[src/rtl/nla_pkg.sv]
// nla_pkg: constants and FSM state type shared by the result output path.
// Build option: OUTPUT_FIFO_MARKER_EN adds the MARKER state and the NaN
// terminator word appended after each frame.
package nla_pkg;

`ifdef OUTPUT_FIFO_MARKER_EN
    localparam logic [31:0] NLA_NAN_MARKER = 32'h7F90_0000;

    typedef enum logic [1:0] {
        IDLE   = 2'd0,
        STREAM = 2'd1,
        MARKER = 2'd2
    } ofifo_state_e;
`else
    typedef enum logic [1:0] {
        IDLE   = 2'd0,
        STREAM = 2'd1
    } ofifo_state_e;
`endif

endpackage

[src/rtl/output_fifo_if.sv]
// output_fifo_if: producer push port plus consumer valid/ready port of the
// result FIFO. slave = the FIFO itself, master = the surrounding logic.
interface output_fifo_if #(
    parameter int RAM_WIDTH = 32
);
    logic                 wr_en;
    logic                 last_i;
    logic [RAM_WIDTH-1:0] data_i;
    logic                 full_o;
    logic                 empty_o;
    logic                 overflow_o;
    logic                 valid_o;
    logic                 ready_i;
    logic [RAM_WIDTH-1:0] data_o;
    logic                 last_o;
    logic                 done_o;

    modport slave (
        input  wr_en, last_i, data_i, ready_i,
        output full_o, empty_o, overflow_o, valid_o, data_o, last_o, done_o
    );

    modport master (
        output wr_en, last_i, data_i, ready_i,
        input  full_o, empty_o, overflow_o, valid_o, data_o, last_o, done_o
    );
endinterface

[src/rtl/fifo_mem.sv]
// fifo_mem: buffer storage, one synchronous write port and one
// combinational read port. Contents are deliberately not reset.
module fifo_mem #(
    parameter int WIDTH      = 33,
    parameter int ADDR_LINES = 4
) (
    input  logic                  clk_i,
    input  logic                  we_i,
    input  logic [ADDR_LINES-1:0] waddr_i,
    input  logic [WIDTH-1:0]      wdata_i,
    input  logic [ADDR_LINES-1:0] raddr_i,
    output logic [WIDTH-1:0]      rdata_o
);
    logic [WIDTH-1:0] mem_q [2**ADDR_LINES];

    // Write the pushed word at the write pointer
    always_ff @(posedge clk_i) begin
        if (we_i) mem_q[waddr_i] <= wdata_i;
    end

    assign rdata_o = mem_q[raddr_i];
endmodule

[src/rtl/output_fifo.sv]
// output_fifo: circular result buffer with a registered output stage and a
// frame FSM that signals done_o once a frame's last word has drained.
// count includes the word currently held in the output register.
// Build option: OUTPUT_FIFO_MARKER_EN appends a NaN terminator beat per frame.
module output_fifo
    import nla_pkg::*;
#(
    parameter int RAM_WIDTH  = 32,
    parameter int ADDR_LINES = 4
) (
    input  logic         clk_i,
    input  logic         rst_i,
    output_fifo_if.slave bus
);
    localparam logic [ADDR_LINES:0]   CNT_FULL = {1'b1, {ADDR_LINES{1'b0}}};
    localparam logic [ADDR_LINES:0]   CNT_ONE  = (ADDR_LINES+1)'(1);
    localparam logic [ADDR_LINES-1:0] PTR_ONE  = ADDR_LINES'(1);

    logic [ADDR_LINES-1:0] wr_ptr_q, wr_ptr_d, rd_ptr_q, rd_ptr_d, rd_addr;
    logic [ADDR_LINES:0]   count_q, count_d;
    logic                  ovf_q, ovf_d;
    logic                  out_vld_q, out_vld_d, out_last_q, out_last_d;
    logic [RAM_WIDTH-1:0]  out_data_q, out_data_d;
    logic                  done_q, done_d;
    logic [RAM_WIDTH:0]    rd_word;
    logic                  full, push, pop, out_load, out_avail;
    ofifo_state_e          state_q, state_d;

    assign full           = (count_q == CNT_FULL);
    assign push           = bus.wr_en && !full;
    assign bus.full_o     = full;
    assign bus.empty_o    = (count_q == '0);
    assign bus.overflow_o = ovf_q;
    assign bus.done_o     = done_q;

    fifo_mem #(.WIDTH(RAM_WIDTH + 1), .ADDR_LINES(ADDR_LINES)) u_mem (
        .clk_i   (clk_i),
        .we_i    (push),
        .waddr_i (wr_ptr_q),
        .wdata_i ({bus.last_i, bus.data_i}),
        .raddr_i (rd_addr),
        .rdata_o (rd_word)
    );

    // Pointer, occupancy and sticky overflow bookkeeping
    always_comb begin
        wr_ptr_d = push ? wr_ptr_q + PTR_ONE : wr_ptr_q;
        rd_ptr_d = pop  ? rd_ptr_q + PTR_ONE : rd_ptr_q;
        ovf_d    = ovf_q | (bus.wr_en & full);
        count_d  = count_q;
        case ({push, pop})
            2'b10:   count_d = count_q + CNT_ONE;
            2'b01:   count_d = count_q - CNT_ONE;
            default: count_d = count_q;
        endcase
    end

    // Output register refills when empty or popped; on a pop it fetches the
    // word behind the one leaving, which must already be in storage
    always_comb begin
        rd_addr    = pop ? rd_ptr_q + PTR_ONE : rd_ptr_q;
        out_load   = !out_vld_q || pop;
        out_avail  = pop ? (count_q > CNT_ONE) : (count_q != '0);
        out_vld_d  = out_load ? out_avail : out_vld_q;
        out_data_d = out_data_q;
        out_last_d = out_last_q;
        if (out_load && out_avail) begin
            out_data_d = rd_word[RAM_WIDTH-1:0];
            out_last_d = rd_word[RAM_WIDTH];
        end
    end

    // Datapath registers
    always_ff @(posedge clk_i or posedge rst_i) begin
        if (rst_i) begin
            wr_ptr_q   <= '0;
            rd_ptr_q   <= '0;
            count_q    <= '0;
            ovf_q      <= 1'b0;
            out_vld_q  <= 1'b0;
            out_data_q <= '0;
            out_last_q <= 1'b0;
            done_q     <= 1'b0;
        end else begin
            wr_ptr_q   <= wr_ptr_d;
            rd_ptr_q   <= rd_ptr_d;
            count_q    <= count_d;
            ovf_q      <= ovf_d;
            out_vld_q  <= out_vld_d;
            out_data_q <= out_data_d;
            out_last_q <= out_last_d;
            done_q     <= done_d;
        end
    end

    // FSM state register
    always_ff @(posedge clk_i or posedge rst_i) begin
        if (rst_i) state_q <= IDLE;
        else       state_q <= state_d;
    end

    // FSM next state: a frame ends on its last pop or when the buffer runs dry
    always_comb begin
        state_d = state_q;
        case (state_q)
            IDLE: if (count_q != '0) state_d = STREAM;
            STREAM: begin
                if (pop && out_last_q)
`ifdef OUTPUT_FIFO_MARKER_EN
                    state_d = MARKER;
`else
                    state_d = IDLE;
`endif
                else if (count_q == '0)
                    state_d = IDLE;
            end
`ifdef OUTPUT_FIFO_MARKER_EN
            MARKER: if (bus.ready_i) state_d = IDLE;
`endif
            default: state_d = IDLE;
        endcase
    end

    // FSM outputs: consumer port drive, pop strobe and done pulse request
    always_comb begin
        bus.valid_o = 1'b0;
        bus.data_o  = out_data_q;
`ifdef OUTPUT_FIFO_MARKER_EN
        bus.last_o  = 1'b0;
`else
        bus.last_o  = out_last_q;
`endif
        done_d      = 1'b0;
        case (state_q)
            STREAM: begin
                bus.valid_o = out_vld_q;
`ifndef OUTPUT_FIFO_MARKER_EN
                done_d      = out_vld_q && bus.ready_i && out_last_q;
`endif
            end
`ifdef OUTPUT_FIFO_MARKER_EN
            MARKER: begin
                bus.valid_o = 1'b1;
                bus.data_o  = RAM_WIDTH'(NLA_NAN_MARKER);
                bus.last_o  = 1'b1;
                done_d      = bus.ready_i;
            end
`endif
            default: bus.valid_o = 1'b0;
        endcase
        pop = (state_q == STREAM) && out_vld_q && bus.ready_i;
    end
endmodule
[src/flat_wrapper.sv]
// flat-port wrapper written by rule: the top's interface ports become plain ports
module output_fifo_flat import nla_pkg::*;
#(
    parameter int RAM_WIDTH  = 32,
    parameter int ADDR_LINES = 4
)
  (clk_i, rst_i, bus_wr_en, bus_last_i, bus_data_i, bus_ready_i, bus_full_o, bus_empty_o, bus_overflow_o, bus_valid_o, bus_data_o, bus_last_o, bus_done_o);
  output_fifo_if #(.RAM_WIDTH(RAM_WIDTH)) bus_i ();
  input  logic clk_i;
  input  logic rst_i;
  input wire logic [$bits(bus_i.wr_en)-1:0] bus_wr_en;
  input wire logic [$bits(bus_i.last_i)-1:0] bus_last_i;
  input wire logic [$bits(bus_i.data_i)-1:0] bus_data_i;
  input wire logic [$bits(bus_i.ready_i)-1:0] bus_ready_i;
  output wire logic [$bits(bus_i.full_o)-1:0] bus_full_o;
  output wire logic [$bits(bus_i.empty_o)-1:0] bus_empty_o;
  output wire logic [$bits(bus_i.overflow_o)-1:0] bus_overflow_o;
  output wire logic [$bits(bus_i.valid_o)-1:0] bus_valid_o;
  output wire logic [$bits(bus_i.data_o)-1:0] bus_data_o;
  output wire logic [$bits(bus_i.last_o)-1:0] bus_last_o;
  output wire logic [$bits(bus_i.done_o)-1:0] bus_done_o;
  assign bus_i.wr_en = bus_wr_en;
  assign bus_i.last_i = bus_last_i;
  assign bus_i.data_i = bus_data_i;
  assign bus_i.ready_i = bus_ready_i;
  assign bus_full_o = bus_i.full_o;
  assign bus_empty_o = bus_i.empty_o;
  assign bus_overflow_o = bus_i.overflow_o;
  assign bus_valid_o = bus_i.valid_o;
  assign bus_data_o = bus_i.data_o;
  assign bus_last_o = bus_i.last_o;
  assign bus_done_o = bus_i.done_o;
  output_fifo #(.RAM_WIDTH(RAM_WIDTH), .ADDR_LINES(ADDR_LINES)) u_core (.clk_i(clk_i), .rst_i(rst_i), .bus(bus_i));
endmodule
[config.mk]
export PLATFORM = sky130hd
export DESIGN_NAME = output_fifo_flat
export DESIGN_NICKNAME = d
export VERILOG_FILES = /design/src/rtl/nla_pkg.sv /design/src/rtl/output_fifo_if.sv /design/src/rtl/fifo_mem.sv /design/src/rtl/output_fifo.sv /design/src/flat_wrapper.sv
export SDC_FILE = /design/constraint.sdc
export NUM_CORES = 1
export LEC_CHECK = 0
export ABC_AREA = 0
export BUFFER_PORTS_ARGS = -buffer_cell sky130_fd_sc_hd__clkbuf_2
export CAP_MARGIN = 15
export CORE_MARGIN = 1.5
export CORE_UTILIZATION = 63
export CTS_BUF_LIST = sky130_fd_sc_hd__clkbuf_16
export CTS_CLUSTER_SIZE = 40
export DETAILED_ROUTE_END_ITERATION = 8
export PLACE_DENSITY = 0.89
export SYNTH_ARGS = -nofsm -noshare
export SYNTH_HDL_FRONTEND = slang
export SYNTH_SLANG_ARGS = --single-unit
[constraint.sdc]
create_clock -name clk_i -period 5.8 [get_ports clk_i]
set_input_delay 0.58 -clock clk_i [delete_from_list [all_inputs] [get_ports clk_i]]
set_output_delay 0.58 -clock clk_i [all_outputs]
set_load 0.005 [all_outputs]
# ---- Word level (Yosys, flattened, before mapping)
# Memories as Yosys holds them, arrays and structs flattened. A register that Yosys moved wholly into a read port is not among the register bits.
# Cells that the tools add are included.
dict set report word_totals {
  register_bits 18
  latch_bits 0
  ramBits 528
  romBits 0
  input_bits 37
  out_inout_bits 38
  word_cells 47
  mem_count 1
}
# name depth width read_ports rd_clocked_by_memory_dff write_ports line_no
set memory_table {}
lappend memory_table {u_core.u_mem.mem_q 16 33 1 1 1 fifo_mem.sv:14} ;# logic [WIDTH-1:0] mem_q [2**ADDR_LINES];
dict set report classes {
  n_addsub 4
  mul 0
  div 0
  n_lt_le_gt_ge 1
  n_eq_ne 6
  shifts 0
  muxes 11
  bitwise 2
  reduce_logical 15
}
# cell n
set op_table {}
lappend op_table {{$pmux W5 S2} 1}
lappend op_table {{$add A4 B1 Y4 const B} 2}
lappend op_table {{$logic_and A1 B1 Y1} 7}
lappend op_table {{$mux W2} 3}
lappend op_table {{$add A5 B1 Y5 const B} 1}
lappend op_table {{$eq A5 B5 Y1 const B} 1}
lappend op_table {{$gt A5 B1 Y1 const B} 1}
lappend op_table {{$logic_not A5 Y1} 1}
lappend op_table {{$mux W1} 5}
lappend op_table {{$reduce_bool A5 Y1} 1}
lappend op_table {{$sub A5 B1 Y5 const B} 1}
lappend op_table {{$eq A2 B1 Y1 const B} 2}
lappend op_table {{$mux W4} 1}
lappend op_table {{$pmux W2 S2} 1}
lappend op_table {{$ne A3 B2 Y1 const B} 1}
lappend op_table {{$eq A2 B2 Y1 const B} 1}
lappend op_table {{$logic_not A1 Y1} 2}
lappend op_table {{$logic_not A2 Y1} 1}
lappend op_table {{$ne A2 B1 Y1 const B} 1}
lappend op_table {{$reduce_and A2 Y1} 1}
lappend op_table {{$reduce_bool A2 Y1} 1}
lappend op_table {{$and A1 B1 Y1} 1}
lappend op_table {{$logic_or A1 B1 Y1} 1}
lappend op_table {{$or A1 B1 Y1} 1}

# ---- Logic depth before layout (Yosys ltp)
# Gate-level depths: netlist of run 1.
dict set report depth {
  ltp_word 6
  mapped_depth 10
  ltp_nobuf 9
}

# ---- Hierarchy
# From an unflattened synthesis of run 1, not the netlist that was laid out.
dict set report hier_totals {
  cells_unflattened 975
  area_unflattened_um2 22047.4
}
# module n_inst cells_per_inst area_each_um2 seq_area_each_um2
set modules_own_cells {}
lappend modules_own_cells {fifo_mem 1 831 19970.4 15855.2}
lappend modules_own_cells {output_fifo 1 144 2077.0 1251.2}

# ---- Least setup slack after synthesis of run 1
# Ideal clock, no wire load.
dict set report synth_timing {
  path_type {register to register}
  start {register u_core.count_q[0]}
  end {memory u_core.u_mem.mem_q[0][0] (enable)}
  setup_ns 0.506
  arrival_ns 4.540
  required_time_ns 5.294
  slack_ns 0.755
  stages_incl_launch_ff 8
  path_buffers 1
  period_less_slack_ns 5.045
  path_cell_list {dfrtp_1 -> inv_1 -> ha_1 -> and3_1 -> nor2b_1 -> clkbuf_1 -> inv_1 -> nor4_1}
}
dict set report synth_between {
  elab_chain_cells 5
}
# element line_no
set synth_lines {}
lappend synth_lines {{start, declared} output_fifo.sv:20} ;# logic [ADDR_LINES:0] count_q, count_d;
lappend synth_lines {{start signal, assigned} output_fifo.sv:87} ;# count_q <= count_d;
lappend synth_lines {{$eq A5 B5 Y1} output_fifo.sv:29} ;# assign full = (count_q == CNT_FULL);
lappend synth_lines {{via bus_full_o} flat_wrapper.sv:15} ;# output wire logic [$bits(bus_i.full_o)-1:0] bus_full_o;
lappend synth_lines {{$logic_not A1 Y1} output_fifo.sv:30} ;# assign push = bus.wr_en && !full;
lappend synth_lines {{$logic_and A1 B1 Y1} output_fifo.sv:30}
lappend synth_lines {{$mux W1} fifo_mem.sv:18} ;# if (we_i) mem_q[waddr_i] <= wdata_i;
lappend synth_lines {{$mux W1 (implied by the code)} fifo_mem.sv:18}
lappend synth_lines {{end, declared} fifo_mem.sv:14}
# The timed path passes the listed nets, and every way through them passes these cells.

# ---- Worst setup path in the final report of run 1
dict set report layout_timing {
  start {register u_core.rd_ptr_q[0]}
  end {register u_core.out_data_q[20] (netlist: u_core.bus.data_o[20]), read port of u_core.u_mem.mem_q}
}
dict set report layout_between {
  elab_chain_cells 2
}
# element line_no
set layout_lines {}
lappend layout_lines {{start, declared} output_fifo.sv:19} ;# logic [ADDR_LINES-1:0] wr_ptr_q, wr_ptr_d, rd_ptr_q, rd_ptr_d, rd_addr;
lappend layout_lines {{start signal, assigned} output_fifo.sv:86} ;# rd_ptr_q <= rd_ptr_d;
lappend layout_lines {{$add A4 B1 Y4} output_fifo.sv:61} ;# rd_addr = pop ? rd_ptr_q + PTR_ONE : rd_ptr_q;
lappend layout_lines {{$mux W4 *} output_fifo.sv:61}
lappend layout_lines {{end, declared} output_fifo.sv:23} ;# logic [RAM_WIDTH-1:0] out_data_q, out_data_d;
# Every way passes the cells marked *; elsewhere a longest branch is shown, timed or not.
# A chain may end at the register's enable or synchronous reset.

==> results summary, run 1 <==
For the final database, setup skew stands at 0.02225 ns. The worst hold path cell count came out at 2. The worst register-to-register path ends at u_core.bus.data_o[20]$_DFFE_PP0P_. The power density normalized to cell area came out at 563.9 mW/mm2. The flow ran to the end, and the final reports show no timing, DRC or antenna violations.

The global placement routability congestion is 0.7469. The die area is 0.04338 mm2. The post-cts sizing count came out at 0.

The number of nets with antenna violations after detailed routing is 0. The library cell used most frequently in the layout, excluding fill and tap cells, is edfxtp_1. Setup slack closes at 1.981 ns.

The number of instances in the synthesized netlist came out at 1397. The starting utilization of the core area is 0.6357. Yosys printed 0 warnings. For the worst setup path, the data arrival time is 4.30 ns. The placement row count came out at 75. The setup check on the worst reg-to-reg path leaves a slack of 1.98 ns. Across the VDD grid, the largest voltage drop is 0.6619 mV.

Setup repair after global routing left no endpoint under its margin. For this run, the detailed router's first-pass iteration total came to 5. STA puts the critical path data required time at 6.28 ns.

The floorplan die height came out at 208.3 um. The first routing iteration left 1690 violations. The deepest clock path buffer count came out at 3. The wire length reported by the detailed router came out at 64270 um. After the last flow step, the layout net total stands at 1505. The total setup violations reported at the end of the flow came out at 0.

The number of failing hold endpoints at the final stage came out at 0. The deepest level of the CTS H-tree came out at 2. The final cycle utilization of the critical path came out at 0.6584. The net count of the mapped netlist came out at 1444. Entering global routing, the biggest net connects 134 pins.

The remaining routing DRC violations is 0. The initial antenna violation count came out at 2. The final critical path time including I/O delays and setup is 3.819 ns. Once the clock tree was built, the setup fixing pass inserted 0 buffers. The count of antenna diodes in the layout came out at 0. Summed over all nets, the half-perimeter wirelength after detailed placement is 34170 um. Counting flops with an async set or reset pin after synthesis yields a share of 0.08651. Dividing the detail-routed via count by the number of cells gives 7.344. The core region area is 0.04176 mm2. The global-route total usage across every layer is 0.3030. In this run the critical register-to-register path is launched from u_core.rd_ptr_q[0]$_DFF_PP0_. The hold buffer count at CTS is 0. The synthesized flop and latch total is 578. The floorplan step set the die width to 208.3 um. After routing the design area is 0.02930 mm2. The min-delay analysis places its worst path in the category input port to flip-flop.

The total leakage power came out at 10.30 nW. The count of final max-slew check failures came out at 0. At the later pin of the worst-skew pair, clock insertion delay measures 0.61 ns. The placed cell area came out at 0.02754 mm2. At the placement stage, the worst setup path has a slack of 2.184 ns. The worst register-to-register path has a depth of 9. At the pin with the least slew margin, the transition time is 1.194 ns. The synthesized area per cell is 19.00 um2.

In the final timing run, aggregate negative setup slack is 0 ns. Of the synthesized area, sequential elements account for 0.6444. The overall overflow remaining after global route came out at 0. The predominant post-synthesis flop cell is edfxtp_1.

The fraction of layout instances using a drive strength above 1 came out at 0.2711. The post-synthesis to final-layout area growth is 10.35%. The clock input transition at the sequential cells of the worst setup and hold paths is 0.06 ns. In this run the tightest slew margin relative to its limit is 0.2021. The nature of the critical path startpoint is a flip-flop. The TritonCTS clock tree is yes.

Dividing the detail-routed wire length by the instance count gives 31.44 um. The worst setup path is of the flip-flop to flip-flop kind. The number of synthesized flops with an enable pin is 528. The worst hold path begins at bus_wr_en.

The distinct cell type count of the synthesized netlist is 40. The number of buffers inserted by port buffering came out at 74. In the layout the commonest cells are edfxtp_1 (528), mux2i_1 (295), mux4_2 (195). The master cell of the clock root buffer is clkbuf_16.

The worst hold path terminates at u_core.bus.overflow_o$_DFF_PP0_. The netlist area before placement came out at 0.02655 mm2. The highest attainable clock frequency is 261.9 MHz. The number of buffers created by CTS came out at 57.

The number of placed I/O pins is 75. The largest fanout on the critical path came out at 71. Max-cap violations in this run came to 0. STA classifies the critical path endpoint as a flip-flop.

The total number of clock tree sinks came out at 578. The first global-routing pass estimated 97120 um of wire. The number of global-route vias before repair came to 15.92k.

Detailed routing inserted a total of 15.01k vias.
## routing by layer
layer,part of all wire,routed length (um),track usage,up-vias
li1,-,-,-,6004
met1,0.35,22510,0.3871,7731
met2,0.51,32870,0.5097,1074
met3,0.099,6356,0.06792,199
met4,0.039,2514,0.1218,4
met5,0.00036,23,0,-
## worst max-delay path: stages, from the launching register on
cell and delay (ns):
dfrtp_4 0.76, ha_4 0.20, nand4_1 0.25, xor2_4 0.26, inv_4 0.63, buf_12 0.45
mux4_2 0.37, a22oi_1 0.29, a21oi_1 0.14, a221o_1 0.29
## synth_stat cells (3+ instances only)
master	count	area (um2)
edfxtp_1	528	15860
mux2i_1	296	2963
mux4_2	195	4392
a22oi_1	64	480.5
buf_2	51	255.2
dfrtp_1	50	1251
clkbuf_1	44	165.2
a21oi_1	35	175.2
a221o_1	32	320.3
nor2_1	13	48.80
and2_1	12	75.07
inv_1	12	45.04
ha_1	10	125.1
nand2_1	7	26.28
buf_4	5	37.54
xnor2_1	5	43.79
nor4_1	4	25.02
xor2_1	4	35.03
nand3_1	3	15.01
## stage by stage
step	hold slack (ns)	total power, mW	instances	util
after detailed placement	0.4508	12.95	1938	0.6594
after CTS	0.1863	16.52	2044	0.7015
final	0.1944	16.52	2044	0.7015
after global placement	0.4634	12.64	1938	0.6594
after floorplan	0.4510	11.10	1397	-
after global routing	0.1912	17.11	2044	0.7015
## worst max path at each step
stage,startpoint,endpoint,slack (ns),depth (start not counted)
after global placement,u_core.rd_ptr_q[0]$_DFF_PP0_,u_core.bus.data_o[24]$_DFFE_PP0P_,2.36,9
after detailed placement,u_core.rd_ptr_q[0]$_DFF_PP0_,u_core.bus.data_o[22]$_DFFE_PP0P_,2.18,9
final,u_core.rd_ptr_q[0]$_DFF_PP0_,u_core.bus.data_o[20]$_DFFE_PP0P_,1.98,9
after global routing,u_core.count_q[0]$_DFFE_PP0P_,u_core.u_mem.mem_q[11][24]$_DFFE_PP_,1.82,8
after CTS,u_core.rd_ptr_q[0]$_DFF_PP0_,u_core.bus.data_o[20]$_DFFE_PP0P_,2.00,9
after floorplan,u_core.count_q[0]$_DFFE_PP0P_,u_core.u_mem.mem_q[0][0]$_DFFE_PP_,0.75,7
## power breakdown
part	internal (mW)	total (mW)	switching, mW
Sequential	5.13	5.57	0.447
Clock	1.96	3.49	1.53
Combinational	3.57	7.46	3.89
## flip-flops by register name (all words and copies together), names as in the netlist
name	cells
u_core.u_mem.mem_q	528
u_core.bus.data_o	32
u_core.count_q	5
u_core.rd_ptr_q	4
u_core.wr_ptr_q	4
u_core.bus.done_o	1
u_core.bus.last_o	1
u_core.bus.overflow_o	1
u_core.out_vld_q	1
u_core.state_q	1
## cells by family after synthesis
| kind of cell | share of synthesized area |
|---|---|
| flip-flops | 0.6444 |
| multiplexers | 0.2775 |
| AO/OA/AOI/OAI | 0.03855 |
| buffers and inverters | 0.01994 |
| AND/OR/NAND/NOR | 0.01079 |
| XOR/XNOR | 0.004195 |
| adder cells (fa/ha/maj) | 0.004713 |
## layout make-up
type | instances | area (um2)
Sequential cell | 578 | 17110
Multi-Input combinational cell | 702 | 9036
Fill cell | 2405 | 12460
Tap cell | 539 | 674.4
Inverter | 14 | 57.56
Clock inverter | 47 | 284.0
Clock buffer | 59 | 1476
Timing Repair Buffer | 105 | 653.1
Power figures use the tool's default switching activity.
==> inputs of run 2 (changes only) <==
- clock period: 5.8 -> 3.75 ns (I/O delays scaled with it)
==> run 2 against run 1 <==
Highest routed layer unchanged. Hold slack got worse by 0.15 ns. Register-to-register slack got worse by 1.6 ns. Via count fell by 2.0%. Critical path type unchanged. Cell area rose by 1.0%.
==> results summary, run 2 (synthesis gave the netlist of run 1 again) <==
The critical path class is flip-flop to flip-flop. The number of buffers created by CTS is 56 (-1.8%). The pin count of the biggest net entering global routing came out at 121 (-9.7%). Counting flops per register, the top entry is u_core.u_mem.mem_q. For this design, the slowest cell found on the critical path is and2_2. CTS placed an instance of clkbuf_16 at the clock tree root. The total number of vias is 14.72k (-2.0%).

The global placement routability congestion is 0.8058 (+7.9%). The placement row count is 75 (unchanged). The number of iterations in the first detailed-routing pass is 5 (unchanged). The total leakage power is 10.47 nW (+1.7%). The count of max-cap constraint violations came out at 0 (unchanged).

The count of final max-slew check failures came out at 0 (unchanged). The required time of the critical path came out at 4.04 ns (-2.24 ns). The headroom to the max-slew limit came to 0.3200 (+0.1180).

The initial antenna violation count was 1 (-1). TritonCTS built the clock tree. The wire length per cell after detailed routing is 29.81 um (-5.2%). The wire length reported by the detailed router is 61890 um (-3.7%).

The library cell used most frequently in the layout, excluding fill and tap cells, is edfxtp_1. The remaining routing DRC violations is 0 (unchanged). The die width is 208.3 um (unchanged). The placed wire-length estimate after detailed placement is 36180 um (+5.9%). The number of buffers inserted by port buffering was 74 (unchanged).

The global-route total usage across every layer was 0.2928 (-0.01028). The area of combinational cells with multiple inputs came out at 0.009039 mm2 (about the same). The slew of the pin with the lowest slew margin is 1.020 ns (-0.1741 ns). The power density normalized to cell area is 863.8 mW/mm2 (+53%). The final critical path time including I/O delays and setup came to 3.351 ns (-0.4680 ns). The die area is 0.04338 mm2 (unchanged). The number of global-route vias before repair came out at 15.41k (-3.2%).

Leaving out fill and tap cells, the most frequent cells in the layout are edfxtp_1 (528), mux2i_1 (295), mux4_2 (195). The final cycle utilization of the critical path came out at 0.8935 (+0.2351). The data arrival time of the worst path came out at 3.64 ns (-0.66 ns).

The via-per-instance ratio is 7.090 (-3.5%). The flow ran to the end, and the final reports show no timing, DRC or antenna violations. The highest attainable clock frequency is 298.5 MHz (+14%). The number of nets with antenna violations after detailed routing came out at 0 (unchanged).

The critical path goes through inv_1 > ha_1 > and3_1 > nor2b_2 > inv_1 > nor3b_1 > and2_2 > buf_4. The total power of the final layout came out at 25.56 mW (+55%). The deepest level of the CTS H-tree came to 2 (unchanged). The most used cell along the critical path is inv_1. The total negative setup slack is 0 ns (unchanged). The deepest clock path buffer count came to 3 (unchanged). The sequential cell area is 0.01711 mm2 (unchanged). The core region area is 0.04176 mm2 (unchanged). The worst-case clock skew is 0.01836 ns (-0.003881 ns). The clock input transition at the sequential cells of the worst setup and hold paths came out at 0.06 ns (about the same). The flip-flop count of the largest register, all copies and words added is 528 (unchanged).

The number of failing hold endpoints at the final stage is 0 (unchanged). STA classifies the critical path startpoint as a flip-flop. The insertion delay to the later sink of the worst-skew pair came out at 0.62 ns (about the same).

The core occupancy in the finished layout came out at 0.7086 (+0.007101). The buffer and inverter count on the worst path is 3 (+1). The DRC violation total after the first TritonRoute iteration is 1542 (-8.8%). The total setup violations reported at the end of the flow was 0 (unchanged). The first-pass GRT wire length is 93900 um (-3.3%).

The starting utilization of the core area is 0.6357 (unchanged). Setup repair after global routing left no endpoint under its margin. The fraction of layout instances using a drive strength above 1 is 0.2850 (+0.01387). Among cell families on the critical path, the largest total delay comes from simple AND/OR/NAND/NOR gates. The path class of the tightest hold or removal check is input port to flip-flop. The count of antenna diodes in the layout came out at 0 (unchanged). The overall overflow remaining after global route came to 0 (unchanged).

The peak supply drop came out at 0.8687 mV (+31%). STA classifies the critical path endpoint as a flip-flop. The floorplan die height came out at 208.3 um (unchanged). The total number of clock tree sinks is 578 (unchanged). The final-layout fill cell count is 2335 (-2.9%). The number of placed I/O pins came to 75 (unchanged). The post-synthesis to final-layout area growth came out at 11.47%.

The critical path's largest stage delay came out at 0.60 ns (-0.16 ns). The largest fanout on the critical path came out at 20 (-72%). The number of nets in the finished design came to 1536 (+2.1%).
## run 2: changes by cell type in the layout (fill, tap and decap cells not counted), moves of 2 or more
cell        before  now
bufinv_16        3    1
clkinv_1        16   18
buf_4           27   47
clkinvlp_4       3    1
clkbuf_16       59   57
clkinv_4         0    2
buf_12           4   15
## run 2: layer usage
metal / routed length (um) / up-vias / GRT usage / part of all wire
met5: 13 / - / 0 / 0.00021
met2: 30890 / 858 / 0.4829 / 0.50
met4: 2061 / 2 / 0.09791 / 0.033
met3: 5450 / 126 / 0.05253 / 0.088
li1: - / 6078 / - / -
met1: 23470 / 7654 / 0.4015 / 0.38
## run 2: path summary, 6_finish.rpt
check / startpoint / end / slack (ns) / depth (start not counted)
max reg2reg: u_core.count_q[0]$_DFFE_PP0P_ / u_core.u_mem.mem_q[8][10]$_DFFE_PP_ / 0.40 / 8
max in group asynchronous: rst_i / u_core.count_q[3]$_DFFE_PP0P_ / 2.37 / 4
max: u_core.count_q[0]$_DFFE_PP0P_ / u_core.u_mem.mem_q[8][10]$_DFFE_PP_ / 0.40 / 8
min: bus_wr_en / u_core.bus.overflow_o$_DFF_PP0_ / 0.04 / 2
min reg2reg: u_core.bus.data_o[22]$_DFFE_PP0P_ / u_core.bus.data_o[22]$_DFFE_PP0P_ / 0.51 / 1
min in group asynchronous: rst_i / u_core.rd_ptr_q[3]$_DFF_PP0_ / 0.44 / 3
## run 2: repair_timing
action | CTS | global route
setup buffers | 0 | 0
setup endpoints to repair | 0 | 14
hold buffers | 1 | 0
endpoints found under the hold margin | 24 | 0
resized for setup | 0 | 1
## run 2: power by group
group	leakage, nW	switching (mW)	internal [mW]
logic	4.22	6.14	5.82
registers	5.38	0.506	7.92
clock network	0.880	2.35	2.81
total	10.5	9.00	16.6
## run 2: per-stage QoR
| stage | setup WS [ns] | std cells | cell area, um2 | hold WS, ns |
|---|---|---|---|---|
| 6_report | 0.3995 | 2076 | 29590 | 0.04165 |
| 5_1_grt | 0.2359 | 2076 | 29590 | 0.01597 |
| 4_1_cts | 0.1644 | 2076 | 29590 | 0.01272 |
| 3_5_place_dp | 0.2308 | 1969 | 27910 | 0.5031 |
| 3_3_place_gp | 0.5125 | 1969 | 27910 | 0.4961 |
| 2_1_floorplan | -1.295 | 1397 | 26550 | 0.4510 |
## run 2: final cells by class
| type | count | share of cell area |
|---|---|---|
| multi-input combinational | 702 | 0.3054 |
| tap | 539 | 0.02279 |
| sequential | 578 | 0.5783 |
| clock buffer | 57 | 0.04820 |
| inverter | 14 | 0.001945 |
| timing repair buffer | 137 | 0.03492 |
| clock inverter | 49 | 0.008372 |
